`config.mk`:
```
export PLATFORM = sky130hd
export DESIGN_NAME = fifo_sync_ext_flat
export DESIGN_NICKNAME = d
export VERILOG_FILES = /design/src/rtl/fifo_sync_ext_if.sv /design/src/rtl/fifo_sync_ext.sv /design/src/flat_wrapper.sv
export SDC_FILE = /design/constraint.sdc
export NUM_CORES = 1
export LEC_CHECK = 0
export ABC_CLOCK_PERIOD_IN_PS = 3200
export CAP_MARGIN = 20
export CORE_MARGIN = 4
export CORE_UTILIZATION = 45
export CTS_CLUSTER_SIZE = 14
export DETAILED_ROUTE_END_ITERATION = 16
export PLACE_DENSITY_LB_ADDON = 0.3
export SYNTH_ARGS = -nofsm -noshare
export SYNTH_HDL_FRONTEND = slang
export SYNTH_SLANG_ARGS = --single-unit
```
`constraint.sdc`:
```
create_clock -name clk -period 3.2 [get_ports clk]
set_clock_uncertainty 0.15 [all_clocks]
set_input_delay 0.64 -clock clk [delete_from_list [all_inputs] [get_ports clk]]
set_output_delay 0.64 -clock clk [all_outputs]
set_load 0.02 [all_outputs]
```
`src/rtl/fifo_sync_ext_if.sv`:
```
// fifo_sync_ext_if: handshake/status bundle for fifo_sync_ext.
//   slave  : FIFO side (takes requests and data, drives q, count and flags)
//   master : client side (drives requests and data, observes q and flags)
// Parameters: ADDR_WIDTH (log2 depth), DATA_WIDTH (word width).
interface fifo_sync_ext_if #(
  parameter int ADDR_WIDTH = 4,
  parameter int DATA_WIDTH = 8
);
  logic                  flush;
  logic                  wr_req;
  logic [DATA_WIDTH-1:0] data;
  logic                  rd_req;
  logic                  clr_err;
  logic [DATA_WIDTH-1:0] q;
  logic                  q_valid;
  logic [ADDR_WIDTH:0]   fifo_num;
  logic                  rd_empty;
  logic                  wr_full;
  logic                  almost_full;
  logic                  almost_empty;
  logic                  overflow;
  logic                  underflow;

  modport slave (
    input  flush, wr_req, data, rd_req, clr_err,
    output q, q_valid, fifo_num, rd_empty, wr_full,
           almost_full, almost_empty, overflow, underflow
  );

  modport master (
    output flush, wr_req, data, rd_req, clr_err,
    input  q, q_valid, fifo_num, rd_empty, wr_full,
           almost_full, almost_empty, overflow, underflow
  );
endinterface

```
`src/rtl/fifo_sync_ext.sv`:
```
// fifo_sync_ext: single-clock FIFO with standard or first-word-fall-through
// read mode, almost-full/almost-empty thresholds, synchronous flush and
// sticky overflow/underflow flags.
// Ports:
//   clk  - clock, rising edge
//   rst  - synchronous reset, active-high
//   bus  - fifo_sync_ext_if.slave (requests, data, q, count, flags)
module fifo_sync_ext #(
  parameter int ADDR_WIDTH = 4,
  parameter int DATA_WIDTH = 8,
  parameter int FWFT       = 0,
  parameter int AF_LEVEL   = 2**ADDR_WIDTH - 2,
  parameter int AE_LEVEL   = 2
) (
  input  logic            clk,
  input  logic            rst,
  fifo_sync_ext_if.slave  bus
);

  localparam int DEPTH = 2**ADDR_WIDTH;
  localparam logic [ADDR_WIDTH:0] DEPTH_N = (ADDR_WIDTH+1)'(DEPTH);
  localparam logic [ADDR_WIDTH:0] AF_N    = (ADDR_WIDTH+1)'(AF_LEVEL);
  localparam logic [ADDR_WIDTH:0] AE_N    = (ADDR_WIDTH+1)'(AE_LEVEL);

  if (ADDR_WIDTH < 1 || AE_LEVEL < 0 || AE_LEVEL >= AF_LEVEL || AF_LEVEL > DEPTH) begin : g_bad_params
    $fatal(1, "fifo_sync_ext: illegal ADDR_WIDTH/AE_LEVEL/AF_LEVEL combination");
  end

  logic [DATA_WIDTH-1:0] mem [DEPTH];
  logic [ADDR_WIDTH-1:0] wr_ptr;
  logic [ADDR_WIDTH-1:0] rd_ptr;
  logic [ADDR_WIDTH:0]   count;
  logic                  overflow_r;
  logic                  underflow_r;
  logic                  empty;
  logic                  full;
  logic                  wa;
  logic                  ra;

  assign empty = (count == '0);
  assign full  = (count == DEPTH_N);

  // Accept decisions use only registered state; flush swallows both requests.
  assign wa = bus.wr_req & ~full  & ~bus.flush;
  assign ra = bus.rd_req & ~empty & ~bus.flush;

  always_ff @(posedge clk) begin
    if (rst) begin
      wr_ptr      <= '0;
      rd_ptr      <= '0;
      count       <= '0;
      overflow_r  <= 1'b0;
      underflow_r <= 1'b0;
    end else begin
      if (bus.flush) begin
        wr_ptr <= '0;
        rd_ptr <= '0;
        count  <= '0;
      end else begin
        if (wa) wr_ptr <= wr_ptr + ADDR_WIDTH'(1);
        if (ra) rd_ptr <= rd_ptr + ADDR_WIDTH'(1);
        count <= count + {{ADDR_WIDTH{1'b0}}, wa} - {{ADDR_WIDTH{1'b0}}, ra};
      end
      // A fresh error in the same cycle as clr_err keeps the flag set.
      if (bus.wr_req & full & ~bus.flush)      overflow_r <= 1'b1;
      else if (bus.clr_err)                    overflow_r <= 1'b0;
      if (bus.rd_req & empty & ~bus.flush)     underflow_r <= 1'b1;
      else if (bus.clr_err)                    underflow_r <= 1'b0;
    end
  end

  // Storage is deliberately not reset.
  always_ff @(posedge clk) begin
    if (wa) mem[wr_ptr] <= bus.data;
  end

  if (FWFT != 0) begin : g_fwft
    assign bus.q       = empty ? '0 : mem[rd_ptr];
    assign bus.q_valid = ~empty;
  end else begin : g_std
    logic [DATA_WIDTH-1:0] q_r;
    logic                  q_valid_r;

    always_ff @(posedge clk) begin
      if (rst) begin
        q_r       <= '0;
        q_valid_r <= 1'b0;
      end else if (ra) begin
        q_r       <= mem[rd_ptr];
        q_valid_r <= 1'b1;
      end else begin
        q_valid_r <= 1'b0;
      end
    end

    assign bus.q       = q_r;
    assign bus.q_valid = q_valid_r;
  end

  assign bus.fifo_num     = count;
  assign bus.rd_empty     = empty;
  assign bus.wr_full      = full;
  assign bus.almost_full  = (count >= AF_N);
  assign bus.almost_empty = (count <= AE_N);
  assign bus.overflow     = overflow_r;
  assign bus.underflow    = underflow_r;

endmodule

```
`src/flat_wrapper.sv`:
```
// flat-port wrapper written by rule: the top's interface ports become plain ports
module fifo_sync_ext_flat 
#(
  parameter int ADDR_WIDTH = 4,
  parameter int DATA_WIDTH = 8,
  parameter int FWFT       = 0,
  parameter int AF_LEVEL   = 2**ADDR_WIDTH - 2,
  parameter int AE_LEVEL   = 2
)
  (clk, rst, bus_flush, bus_wr_req, bus_data, bus_rd_req, bus_clr_err, bus_q, bus_q_valid, bus_fifo_num, bus_rd_empty, bus_wr_full, bus_almost_full, bus_almost_empty, bus_overflow, bus_underflow);
  fifo_sync_ext_if #(.ADDR_WIDTH(ADDR_WIDTH), .DATA_WIDTH(DATA_WIDTH)) bus_i ();
  input  logic clk;
  input  logic rst;
  input wire logic [$bits(bus_i.flush)-1:0] bus_flush;
  input wire logic [$bits(bus_i.wr_req)-1:0] bus_wr_req;
  input wire logic [$bits(bus_i.data)-1:0] bus_data;
  input wire logic [$bits(bus_i.rd_req)-1:0] bus_rd_req;
  input wire logic [$bits(bus_i.clr_err)-1:0] bus_clr_err;
  output wire logic [$bits(bus_i.q)-1:0] bus_q;
  output wire logic [$bits(bus_i.q_valid)-1:0] bus_q_valid;
  output wire logic [$bits(bus_i.fifo_num)-1:0] bus_fifo_num;
  output wire logic [$bits(bus_i.rd_empty)-1:0] bus_rd_empty;
  output wire logic [$bits(bus_i.wr_full)-1:0] bus_wr_full;
  output wire logic [$bits(bus_i.almost_full)-1:0] bus_almost_full;
  output wire logic [$bits(bus_i.almost_empty)-1:0] bus_almost_empty;
  output wire logic [$bits(bus_i.overflow)-1:0] bus_overflow;
  output wire logic [$bits(bus_i.underflow)-1:0] bus_underflow;
  assign bus_i.flush = bus_flush;
  assign bus_i.wr_req = bus_wr_req;
  assign bus_i.data = bus_data;
  assign bus_i.rd_req = bus_rd_req;
  assign bus_i.clr_err = bus_clr_err;
  assign bus_q = bus_i.q;
  assign bus_q_valid = bus_i.q_valid;
  assign bus_fifo_num = bus_i.fifo_num;
  assign bus_rd_empty = bus_i.rd_empty;
  assign bus_wr_full = bus_i.wr_full;
  assign bus_almost_full = bus_i.almost_full;
  assign bus_almost_empty = bus_i.almost_empty;
  assign bus_overflow = bus_i.overflow;
  assign bus_underflow = bus_i.underflow;
  fifo_sync_ext #(.ADDR_WIDTH(ADDR_WIDTH), .DATA_WIDTH(DATA_WIDTH), .FWFT(FWFT), .AF_LEVEL(AF_LEVEL), .AE_LEVEL(AE_LEVEL)) u_core (.clk(clk), .rst(rst), .bus(bus_i));
endmodule
```
After elaboration in Yosys (flattened, before gate mapping)
Memories as Yosys holds them, arrays and structs flattened. A register that Yosys moved wholly into a read port is not among the register bits.
Cells that the tools add are included.
{"block": "word_totals", "ramBits": 128, "ff_bits": 16, "n_memories": 1}
{"memory": "u_core.mem", "words": 16, "width": 8, "rd": 1, "rd_ports_with_merged_regs": 1, "write_ports": 1, "line": "fifo_sync_ext.sv:29", "source": "logic [DATA_WIDTH-1:0] mem [DEPTH];"}
{"block": "op_classes", "eq_ne": 1, "n_reduce_logical": 4, "mux": 6, "n_lt_le_gt_ge": 2, "n_bitwise": 11, "n_addsub": 4}
{"op": "adder 4 x 1 -> 4 bit (second input constant)", "n": 2}
{"op": "AND 1 bit", "n": 8}
{"op": "two-way mux 1 bit", "n": 6}
{"op": "adder 5 x 1 -> 5 bit", "n": 1}
{"op": "equality test 5 bit (second input constant)", "n": 1}
{"op": "greater-or-equal comparator 5 x 4 -> 1 bit (second input constant)", "n": 1}
{"op": "<= comparator 5 x 2 -> 1 bit (second input constant)", "n": 1}
{"op": "zero test 5 bit", "n": 1}
{"op": "subtractor 5 x 1 -> 5 bit", "n": 1}
{"op": "nonzero test 2 bit", "n": 2}
{"op": "inverter 1 bit", "n": 3}
{"op": "OR reduction 2 bit", "n": 1}

Depth between registers and ports, before layout
Gate-level depths: netlist (run 1).
{"block": "logic_depth", "ltp_word": 6, "mapped_depth": 13, "mapped_depth_nobuf": 13}

Worst setup path before layout (run 1)
OpenSTA, ideal clock, no wires.
{"block": "synth_path", "path_type": "register to register", "start": "reg u_core.count[2], in the netlist u_core.bus.fifo_num[2]", "end": "reg u_core.count[4], in the netlist u_core.bus.fifo_num[4]", "path_slack_ps": 175, "n_path_buf": 0, "required_time_ps": 2980, "arrival_time_ps": 2805, "path_stages_with_launch": 14, "cell_sequence": "dfxtp_1 inv_1 ha_1 nor4b_4 nand2b_1 inv_1 ha_1 inv_1 ha_1 fa_1 nand2b_1 a21oi_1 or3_1 a21oi_1"}
{"block": "synth_via", "word_cells_on_any_way": 10, "classes_between": "add/sub: 2; eq/ne: 1; bitwise: 6; reduce/logical: 1"}
{"element": "start, declared", "line": "fifo_sync_ext.sv:32", "source": "logic [ADDR_WIDTH:0] count;"}
{"element": "start signal, assigned", "line": "fifo_sync_ext.sv:62", "source": "count <= count + {{ADDR_WIDTH{1'b0}}, wa} - {{ADDR_WIDTH{1'b0}}, ra};"}
{"element": "zero test 5 bit", "line": "fifo_sync_ext.sv:40", "source": "assign empty = (count == '0);"}
{"element": "net bus_rd_empty", "line": "flat_wrapper.sv:22", "source": "output wire logic [$bits(bus_i.rd_empty)-1:0] bus_rd_empty;"}
{"element": "inverter 1 bit", "line": "fifo_sync_ext.sv:45", "source": "assign ra = bus.rd_req & ~empty & ~bus.flush;"}
{"element": "AND 1 bit (2 in a row)", "line": "fifo_sync_ext.sv:45"}
{"element": "net u_core.ra", "line": "fifo_sync_ext.sv:38", "source": "logic ra;"}
{"element": "subtractor 5 x 1 -> 5 bit", "line": "fifo_sync_ext.sv:62"}
The timed path passes the listed nets, and every way through them passes these cells.
A chain may end at the register's enable or synchronous reset.

Worst setup path after layout (run 1)
{"block": "layout_path", "start": "reg u_core.count[2], in the netlist u_core.bus.fifo_num[2]", "end": "reg u_core.count[4], in the netlist u_core.bus.fifo_num[4]"}
{"block": "layout_via", "word_cells_on_any_way": 10, "classes_between": "add/sub: 2; eq/ne: 1; bitwise: 6; reduce/logical: 1"}
{"element": "zero test 5 bit", "line": "fifo_sync_ext.sv:40"}
{"element": "inverter 1 bit", "line": "fifo_sync_ext.sv:45"}
{"element": "AND 1 bit (2 in a row)", "line": "fifo_sync_ext.sv:45"}
{"element": "net u_core.ra", "line": "fifo_sync_ext.sv:38"}
{"element": "subtractor 5 x 1 -> 5 bit", "line": "fifo_sync_ext.sv:62"}
The timed path passes the listed nets, and every way through them passes these cells.

==> results of run 1 <==
==> logic make-up after synthesis <==
logic type / count (synthesis)
compound gates: 19
fa+ha+maj: 16
flops: 152
xor+xnor: 8
simple gates: 70
mux: 48
buf+inv: 30
==> synthesized netlist by cell type, drive strengths merged, types with 4 or more instances <==
| master | count |
|---|---|
| nand2b | 6 |
| mux2i | 16 |
| nor2 | 26 |
| nor2b | 4 |
| ha | 15 |
| nand3b | 10 |
| o221ai | 8 |
| mux4 | 32 |
| inv | 14 |
| xnor2 | 5 |
| dfxtp | 24 |
| a21oi | 7 |
| buf | 12 |
| clkbuf | 4 |
| edfxtp | 128 |
| nand2 | 10 |
| nor3 | 6 |
==> sequential cells by signal (all words and copies together), names as in the netlist <==
signal / cells
u_core.bus.q: 8
u_core.bus.q_valid: 1
u_core.mem: 128
u_core.bus.underflow: 1
u_core.rd_ptr: 4
u_core.bus.overflow: 1
u_core.wr_ptr: 4
u_core.bus.fifo_num: 5
==> how the worst max path moves through the flow <==
stage,startpoint,to,slack [ns],depth (start not counted)
finish,u_core.bus.fifo_num[2],u_core.bus.fifo_num[4],0.35,13
global route,u_core.bus.fifo_num[2],u_core.bus.fifo_num[4],0.18,13
CTS,u_core.bus.fifo_num[2],bus_rd_empty,0.32,5
detailed placement,bus_flush,u_core.bus.fifo_num[4],0.05,12
global placement,bus_flush,u_core.bus.fifo_num[4],0.13,12
floorplan,u_core.bus.fifo_num[2],u_core.bus.fifo_num[4],0.18,13
==> worst min-delay path: cells and delay by family (launching register included) <==
kind / cells / cell delay [ns]
flops: 1 / 0.34
simple gates: 1 / 0.09
compound gates: 1 / 0.07
==> cell type report <==
class / count / area share (%)
tap: 176 / 2.941
multi-input combinational: 161 / 23.36
inverter: 14 / 0.7019
clock buffer: 20 / 5.832
sequential: 152 / 57.77
timing repair buffer: 55 / 6.785
clock inverter: 12 / 2.607
==> power by group through the flow <==
stage | Combinational [mW] | Clock [mW] | Sequential [mW]
2_1_floorplan | 0.210 | 0 | 2.27
3_3_place_gp | 0.405 | 0 | 2.25
3_5_place_dp | 0.416 | 0 | 2.25
4_1_cts | 0.419 | 2.18 | 2.21
5_1_grt | 0.455 | 2.26 | 2.21
6_report | 0.413 | 2.13 | 2.21
==> routing by layer <==
metal	global-route usage (%)	routed length [µm]
met5	0	0
met1	20.64	4952
met4	4.337	138
met2	25.55	5854
met3	6.012	889
==> metrics by stage <==
stage          hold slack (ns)  total power, mW  std cells  util, %  instance area (µm²)
2_1_floorplan           0.3465            2.475        343        -                 6228
5_1_grt                 0.4149            4.928        590    55.87                 7487
4_1_cts                 0.3722            4.803        590    55.87                 7487
3_3_place_gp            0.3601            2.652        558    51.16                 6855
6_report                0.3762            4.750        590    55.87                 7487
3_5_place_dp            0.3473            2.665        558    51.16                 6855
==> summary.log, run 1 <==
qor: cts.tritoncts built
qor: critical_path.path_class flop to flop
qor: placed_design.gp_congestion 0.7992
qor: sta.worstMarginPinSlew 0.6630 ns
qor: cells_and_area.combined_area_of_the_multi_input_logic_cells 1749 µm²
qor: critical_path.critical_path.reg2reg.startpoint u_core.bus.fifo_num[2]
qor: yosys.ys_seq_area_share 69.43%
qor: cells_and_area.antennaDiodeCount 0
qor: critical_path.worst-r2r-setup-slack 0.35 ns
qor: power.p_per_area 634.5 nW/µm²
qor: min_path.hold_path.class flop to flop
qor: power.combinational_cell_fraction_of_total_power 8.7%
qor: yosys.netlist_top_cells_area sky130_fd_sc_hd__edfxtp_1 (62%), sky130_fd_sc_hd__mux4_1 (8.9%), sky130_fd_sc_hd__dfxtp_1 (7.7%)
qor: yosys.synth-simple-area-share 6.147%
qor: power.power.internal 3.756 mW
qor: floorplanning.fp-row-count 42
qor: routing.remaining_drc_errors 0
qor: yosys.post_synth_num_cell_types 31
qor: yosys.synth.top_cell.area_share 61.71%
qor: yosys.synth.yosys.warnings 0
qor: cells_and_area.areaGrowthSynthToFinish 20.21%
qor: cells_and_area.fin_nets 431
qor: power.p_leak 2.480 nW
qor: min_path.worst_case_hold_path_end_point u_core.bus.q[7]
qor: cts.cts_resized 0
qor: yosys.dominantRegCellSynth sky130_fd_sc_hd__edfxtp_1
qor: min_path.hp-start u_core.bus.q[7]
qor: floorplanning.die_w 125.7 µm
qor: cells_and_area.layout.cells.most_common sky130_fd_sc_hd__edfxtp_1
qor: sta.rsz0062_at_grt false
qor: sta.setup_tns 0 ns
qor: cts.cts-htree-levels 4
qor: yosys.yosys-mux-area-fraction 15.41%
qor: yosys.netlist_instances 343
qor: cts.tritoncts.num_buffers 17
qor: power.netSwitchingFraction 20.93%
qor: floorplanning.dieArea 15,790 µm²
qor: routing.antenna_violating_nets_post_route 0
qor: yosys.synthesis.area_per_instance 18.16 µm²
qor: power.max-vdd-ir-drop 0.5450 mV
qor: yosys.synthDominantAreaCellType sky130_fd_sc_hd__edfxtp_1
qor: cts.clock_tree.buffer_depth 2
qor: yosys.synth.ff_latch_count 152
qor: yosys.xor_xnor_cell_area_share_of_the_yosys_netlist 1.125%
qor: global_routing.grt_usage 15.95%
qor: critical_path.crit_path_cell_trace inv_1, ha_1, nor4b_4, nand2b_1, inv_1, ha_1, inv_1, ha_1, fa_1, nand2b_1, a21oi_1, or3_1, a21oi_1
qor: critical_path.path_buf_inv 3
qor: cts.cts.sinks 152
qor: routing.initial_detailed_routing_violation_count 310
qor: cells_and_area.n_fill_cell 1,051
qor: yosys.synth-compound-area-share 2.069%
qor: critical_path.timing.critical_path.to_type flop
qor: job.max_cap_violations 0
qor: critical_path.crit_path_max_incr_delay 0.40 ns
qor: routing.drt-total-wl 11,840 µm
qor: yosys.postSynth.asyncResetShare 0%
qor: yosys.synthesized_cell_area 6228 µm²
qor: cts.clk_pin_slew_worst_paths 0.06 ns
qor: sta.timing.final.crit_share 89.01%
qor: placed_design.portBuffers 33
qor: global_routing.grt_antenna_before_repair 0
qor: power.power.net_switching 0.9944 mW
qor: power.power.sequential.fraction 46.5%
qor: yosys.synth-adder-area-share 3.335%
qor: critical_path.r2r.worst_path.cells 13
qor: placed_design.pre_cts_slack 0.04902 ns
qor: sta.achievable_clock_frequency 351.1 MHz
qor: global_routing.grt_start_max_net_pins 35
qor: cts.post_cts_hold_buffer_count 0
qor: placed_design.hpwl 7521 µm
qor: critical_path.timing.rr.end u_core.bus.fifo_num[4]
qor: critical_path.worst_ep_arrival_time 3.04 ns
qor: sta.finalWorstPathRequiredPeriod 2.848 ns
qor: floorplanning.ioPinCount 34
qor: critical_path.worst_endpoint_required_time 3.40 ns
qor: sta.timing.max_slew.rel_slack 55.74%
qor: sta.final_hold_violation_count 0
qor: global_routing.number_of_global_route_vias_before_repair 3,305
qor: cts.count_of_buffers_added_by_post_cts_timing_repair_for_setup 0
qor: routing.routed_wire_length_per_instance 20.06 µm
qor: cts.root_cell_of_the_clock_tree sky130_fd_sc_hd__clkbuf_16
qor: sta.final-setup-viol-count 0
qor: routing.vias 3,177
qor: critical_path.worst_setup_path_start_kind flop
qor: critical_path.cp_top_family adder cells
qor: routing.via_per_inst 5.385
qor: cells_and_area.regArea 4325 µm²
qor: floorplanning.design.core.area 13,400 µm²
qor: cells_and_area.layout_common_cells sky130_fd_sc_hd__edfxtp_1 (128), sky130_fd_sc_hd__clkdlybuf4s50_1 (33), sky130_fd_sc_hd__nor2_1 (26)
qor: global_routing.first_pass_grt_wire_length 18,570 µm
qor: critical_path.cp_slowest_cell sky130_fd_sc_hd__fa_1
qor: floorplanning.initial_core_util 46.48%
qor: cts.clk_latency 0.42 ns
qor: yosys.synth_edf_count 128
qor: yosys.dominant_combinational_cell_family_by_area_after_synthesis multiplexers
qor: sta.max_slew_violation_count 0
qor: global_routing.grt_remaining_overflow 0
qor: sta.layout_setup_ws 0.3517 ns
qor: yosys.synth_fp_nets 373
qor: floorplanning.die-height 125.7 µm
qor: critical_path.crit_fanout 4
qor: routing.detail_route.first_pass.iterations 4
qor: status.outcome finished, final reports clean
qor: power.clockPowerShare 44.8%
qor: cells_and_area.final_layout_size_suffix_gt1_share 15.46%
qor: min_path.worstHoldPathCells 2
Power figures use the tool's default switching activity.
==> run 2, diff against run 1 <==
--- a/config.mk
+++ b/config.mk
@@ -8,9 +8,10 @@
 export ABC_CLOCK_PERIOD_IN_PS = 3200
 export CAP_MARGIN = 20
 export CORE_MARGIN = 4
-export CORE_UTILIZATION = 45
+export CORE_UTILIZATION = 59
 export CTS_CLUSTER_SIZE = 14
 export DETAILED_ROUTE_END_ITERATION = 16
+export HOLD_SLACK_MARGIN = 0.06
 export PLACE_DENSITY_LB_ADDON = 0.3
 export SYNTH_ARGS = -nofsm -noshare
 export SYNTH_HDL_FRONTEND = slang
==> summary.log, run 2 (synthesis results as in run 1) <==
qor: status.outcome finished, final reports clean [unchanged]
qor: cts.clk_latency 0.53 ns [was 0.42 ns]
qor: cells_and_area.antennaDiodeCount 0 [unchanged]
qor: cells_and_area.largest_reg_flops 128 [unchanged]
qor: sta.timing.final.crit_share 92.66% [was 89.01%]
qor: floorplanning.dieArea 12,260 µm² [was 15,790 µm²]
qor: job.max_cap_violations 0 [unchanged]
qor: global_routing.grt_antenna_before_repair 0 [unchanged]
qor: routing.detail_route.first_pass.iterations 4 [unchanged]
qor: sta.worstMarginPinSlew 0.5788 ns [was 0.6630 ns]
qor: floorplanning.fp-row-count 37 [was 42]
qor: routing.via_per_inst 5.902 [was 5.385]
qor: cts.tritoncts built [unchanged]
qor: global_routing.number_of_global_route_vias_before_repair 3,294 [was 3,305]
qor: routing.top_signal_layer_used met4 [unchanged]
qor: min_path.worstHoldPathCells 2 [unchanged]
qor: power.combinational_cell_fraction_of_total_power 8.9% [was 8.7%]
qor: routing.routed_length_on_met3 748 µm [was 889 µm]
qor: critical_path.crit_fanout 5 [was 4]
qor: critical_path.cp_top_family buffers and inverters [was adder cells]
qor: global_routing.grt_remaining_overflow 0 [unchanged]
qor: cts.count_of_buffers_added_by_post_cts_timing_repair_for_setup 0 [unchanged]
qor: sta.timing.max_slew.rel_slack 61.30% [was 55.74%]
qor: cts.cts_resized 0 [unchanged]
qor: floorplanning.die-height 110.7 µm [was 125.7 µm]
qor: power.netSwitchingFraction 23.87% [was 20.93%]
qor: sta.setup_tns 0 ns [unchanged]
qor: routing.remaining_drc_errors 0 [unchanged]
qor: critical_path.path_buf_inv 2 [was 3]
qor: power.power 4.607 mW [was 4.750 mW]
qor: floorplanning.initial_core_util 60.33% [was 46.48%]
qor: critical_path.path_class flop to primary output [was flop to flop]
qor: floorplanning.die_w 110.7 µm [was 125.7 µm]
qor: cts.root_cell_of_the_clock_tree sky130_fd_sc_hd__clkbuf_8 [was sky130_fd_sc_hd__clkbuf_16]
qor: power.power.sequential.fraction 47.8% [was 46.5%]
qor: critical_path.timing.critical_path.to_type primary output [was flop]
qor: power.p_per_area 623.0 nW/µm² [was 634.5 nW/µm²]
qor: routing.routed_wire_length_per_instance 21.94 µm [was 20.06 µm]
qor: critical_path.critical_path.reg2reg.startpoint u_core.bus.fifo_num[2] [unchanged]
qor: sta.final-setup-viol-count 0 [unchanged]
qor: cts.post_cts_hold_buffer_count 0 [unchanged]
qor: critical_path.worst_ep_arrival_time 2.18 ns [was 3.04 ns]
qor: sta.fin_worst_hold_slack 0.3673 ns [was 0.3762 ns]
qor: cts.clock_tree.buffer_depth 2 [unchanged]
qor: critical_path.r2r.worst_path.cells 13 [unchanged]
qor: cells_and_area.layout.cells.most_common sky130_fd_sc_hd__edfxtp_1 [unchanged]
qor: routing.met2_length 5948 µm [was 5854 µm]
qor: critical_path.worst_endpoint_required_time 2.41 ns [was 3.40 ns]
qor: min_path.hp-start u_core.bus.q[6] [was u_core.bus.q[7]]
qor: critical_path.crit_path_start u_core.bus.fifo_num[2] [unchanged]
qor: cts.cts.sinks 152 [unchanged]
qor: placed_design.gp_congestion 0.7867 [was 0.7992]
qor: min_path.worst_case_hold_path_end_point u_core.bus.q[6] [was u_core.bus.q[7]]
qor: critical_path.timing.rr.end u_core.bus.fifo_num[4] [unchanged]
qor: routing.drt-total-wl 12,070 µm [was 11,840 µm]
qor: cts.cts-htree-levels 4 [unchanged]
qor: floorplanning.ioPinCount 34 [unchanged]
qor: placed_design.hpwl 7326 µm [was 7521 µm]
qor: power.p_leak 2.466 nW [was 2.480 nW]
qor: cells_and_area.layout_common_cells sky130_fd_sc_hd__edfxtp_1 (128), sky130_fd_sc_hd__clkdlybuf4s50_1 (33), sky130_fd_sc_hd__nor2_1 (26) [unchanged]
qor: critical_path.worst-r2r-setup-slack 0.23 ns [was 0.35 ns]
qor: global_routing.grt_start_max_net_pins 35 [unchanged]
qor: cts.clk_pin_slew_worst_paths 0.07 ns [was 0.06 ns]
qor: sta.final_hold_violation_count 0 [unchanged]
qor: cells_and_area.areaGrowthSynthToFinish 18.72% [was 20.21%]
qor: power.power.net_switching 1.099 mW [was 0.9944 mW]
qor: min_path.hold_path.class flop to flop [unchanged]
qor: routing.initial_detailed_routing_violation_count 286 [was 310]
qor: cells_and_area.final_layout_size_suffix_gt1_share 16.67% [was 15.46%]
qor: routing.wirelength_met1 5244 µm [was 4952 µm]
qor: critical_path.cp_slowest_cell sky130_fd_sc_hd__clkdlybuf4s50_1 [was sky130_fd_sc_hd__fa_1]
qor: routing.antenna_violating_nets_post_route 0 [unchanged]
qor: sta.finalWorstPathRequiredPeriod 2.965 ns [was 2.848 ns]
qor: critical_path.crit_path_max_incr_delay 0.67 ns [was 0.40 ns]
qor: global_routing.grt_usage 20.90% [was 15.95%]
qor: power.clockPowerShare 43.2% [was 44.8%]
qor: sta.achievable_clock_frequency 337.3 MHz [was 351.1 MHz]
qor: routing.vias 3,246 [was 3,177]
qor: critical_path.crit_path_cell_trace inv_1, ha_1, nor4b_4, clkdlybuf4s50_1 [was inv_1, ha_1, nor4b_4, nand2b_1, inv_1, ha_1, inv_1, ha_1, fa_1, nand2b_1, a21oi_1, or3_1, a21oi_1]
qor: global_routing.first_pass_grt_wire_length 18,930 µm [was 18,570 µm]
qor: cts.tritoncts.num_buffers 17 [unchanged]
qor: power.power.internal 3.507 mW [was 3.756 mW]
qor: cells_and_area.fin_nets 431 [unchanged]
qor: placed_design.portBuffers 33 [unchanged]
qor: sta.max_slew_violation_count 0 [unchanged]
qor: cells_and_area.regMostFlops u_core.mem [unchanged]
qor: sta.rsz0062_at_grt false [unchanged]
qor: power.max-vdd-ir-drop 0.4397 mV [was 0.5450 mV]
qor: floorplanning.design.core.area 10,320 µm² [was 13,400 µm²]
qor: critical_path.worst_setup_path_start_kind flop [unchanged]
-- run 2: cell count changes in the layout (fill, tap and decap cells not counted) --
cell and delta:
sky130_fd_sc_hd__clkinv_4 +1, sky130_fd_sc_hd__clkbuf_16 -1, sky130_fd_sc_hd__inv_8 +3, sky130_fd_sc_hd__inv_6 +4, sky130_fd_sc_hd__bufinv_16 -3, sky130_fd_sc_hd__clkbuf_8 +1
sky130_fd_sc_hd__clkbuf_1 -3, sky130_fd_sc_hd__clkinv_1 -2
-- run 2: worst register-to-register path: stages, from the launching register on --
cell	delay, ns
sky130_fd_sc_hd__dfxtp_1	0.34
sky130_fd_sc_hd__inv_1	0.11
sky130_fd_sc_hd__ha_1	0.20
sky130_fd_sc_hd__nor4b_4	0.32
sky130_fd_sc_hd__nand2b_1	0.18
sky130_fd_sc_hd__inv_1	0.07
sky130_fd_sc_hd__ha_1	0.27
sky130_fd_sc_hd__inv_1	0.04
sky130_fd_sc_hd__ha_1	0.19
sky130_fd_sc_hd__fa_1	0.40
sky130_fd_sc_hd__nand2b_1	0.09
sky130_fd_sc_hd__a21oi_1	0.07
sky130_fd_sc_hd__or3_1	0.32
sky130_fd_sc_hd__a21oi_1	0.14
-- run 2: power groups by stage --
stage / combinational [mW] / clock, mW / sequential (mW)
3_3_place_gp: 0.395 / 0 / 2.24
6_report: 0.411 / 1.99 / 2.20
5_1_grt: 0.440 / 2.14 / 2.21
4_1_cts: 0.412 / 2.03 / 2.20
3_5_place_dp: 0.408 / 0 / 2.25
2_1_floorplan: 0.210 / 0 / 2.27
-- run 2: layout make-up --
cell class | instances | area (µm²)
fillers | 619 | 2929
multi-input cells | 161 | 1749
clock buffers | 17 | 414.1
repair buffers | 55 | 508.0
inverters | 14 | 52.55
well taps | 136 | 170.2
flip-flops and latches | 152 | 4325
clock inverters | 15 | 175.2
-- run 2: worst max-delay path by stage --
stage	end	cells after the start
2_1_floorplan	u_core.bus.fifo_num[4]	13
3_3_place_gp	u_core.bus.fifo_num[4]	12
3_5_place_dp	u_core.bus.fifo_num[4]	12
4_1_cts	bus_almost_empty	3
5_1_grt	bus_almost_empty	3
6_report	bus_rd_empty	4
-- run 2: routing by layer --
metal / GRT usage (%) / vias up
met5: 0 / -
met4: 6.076 / 0
met3: 6.932 / 15
met2: 32.36 / 96
met1: 28.69 / 1660
li1: - / 1475
-- run 2: through the flow --
step	instances	worst slack (ns)	utilization (%)	instance area, µm²
after CTS	550	0.1879	71.63	7395
after detailed placement	518	0.07566	65.92	6805
after global placement	518	0.1585	65.92	6805
after floorplan	343	0.1751	-	6228
final	550	0.2349	71.63	7395
after global routing	550	0.07214	71.63	7395
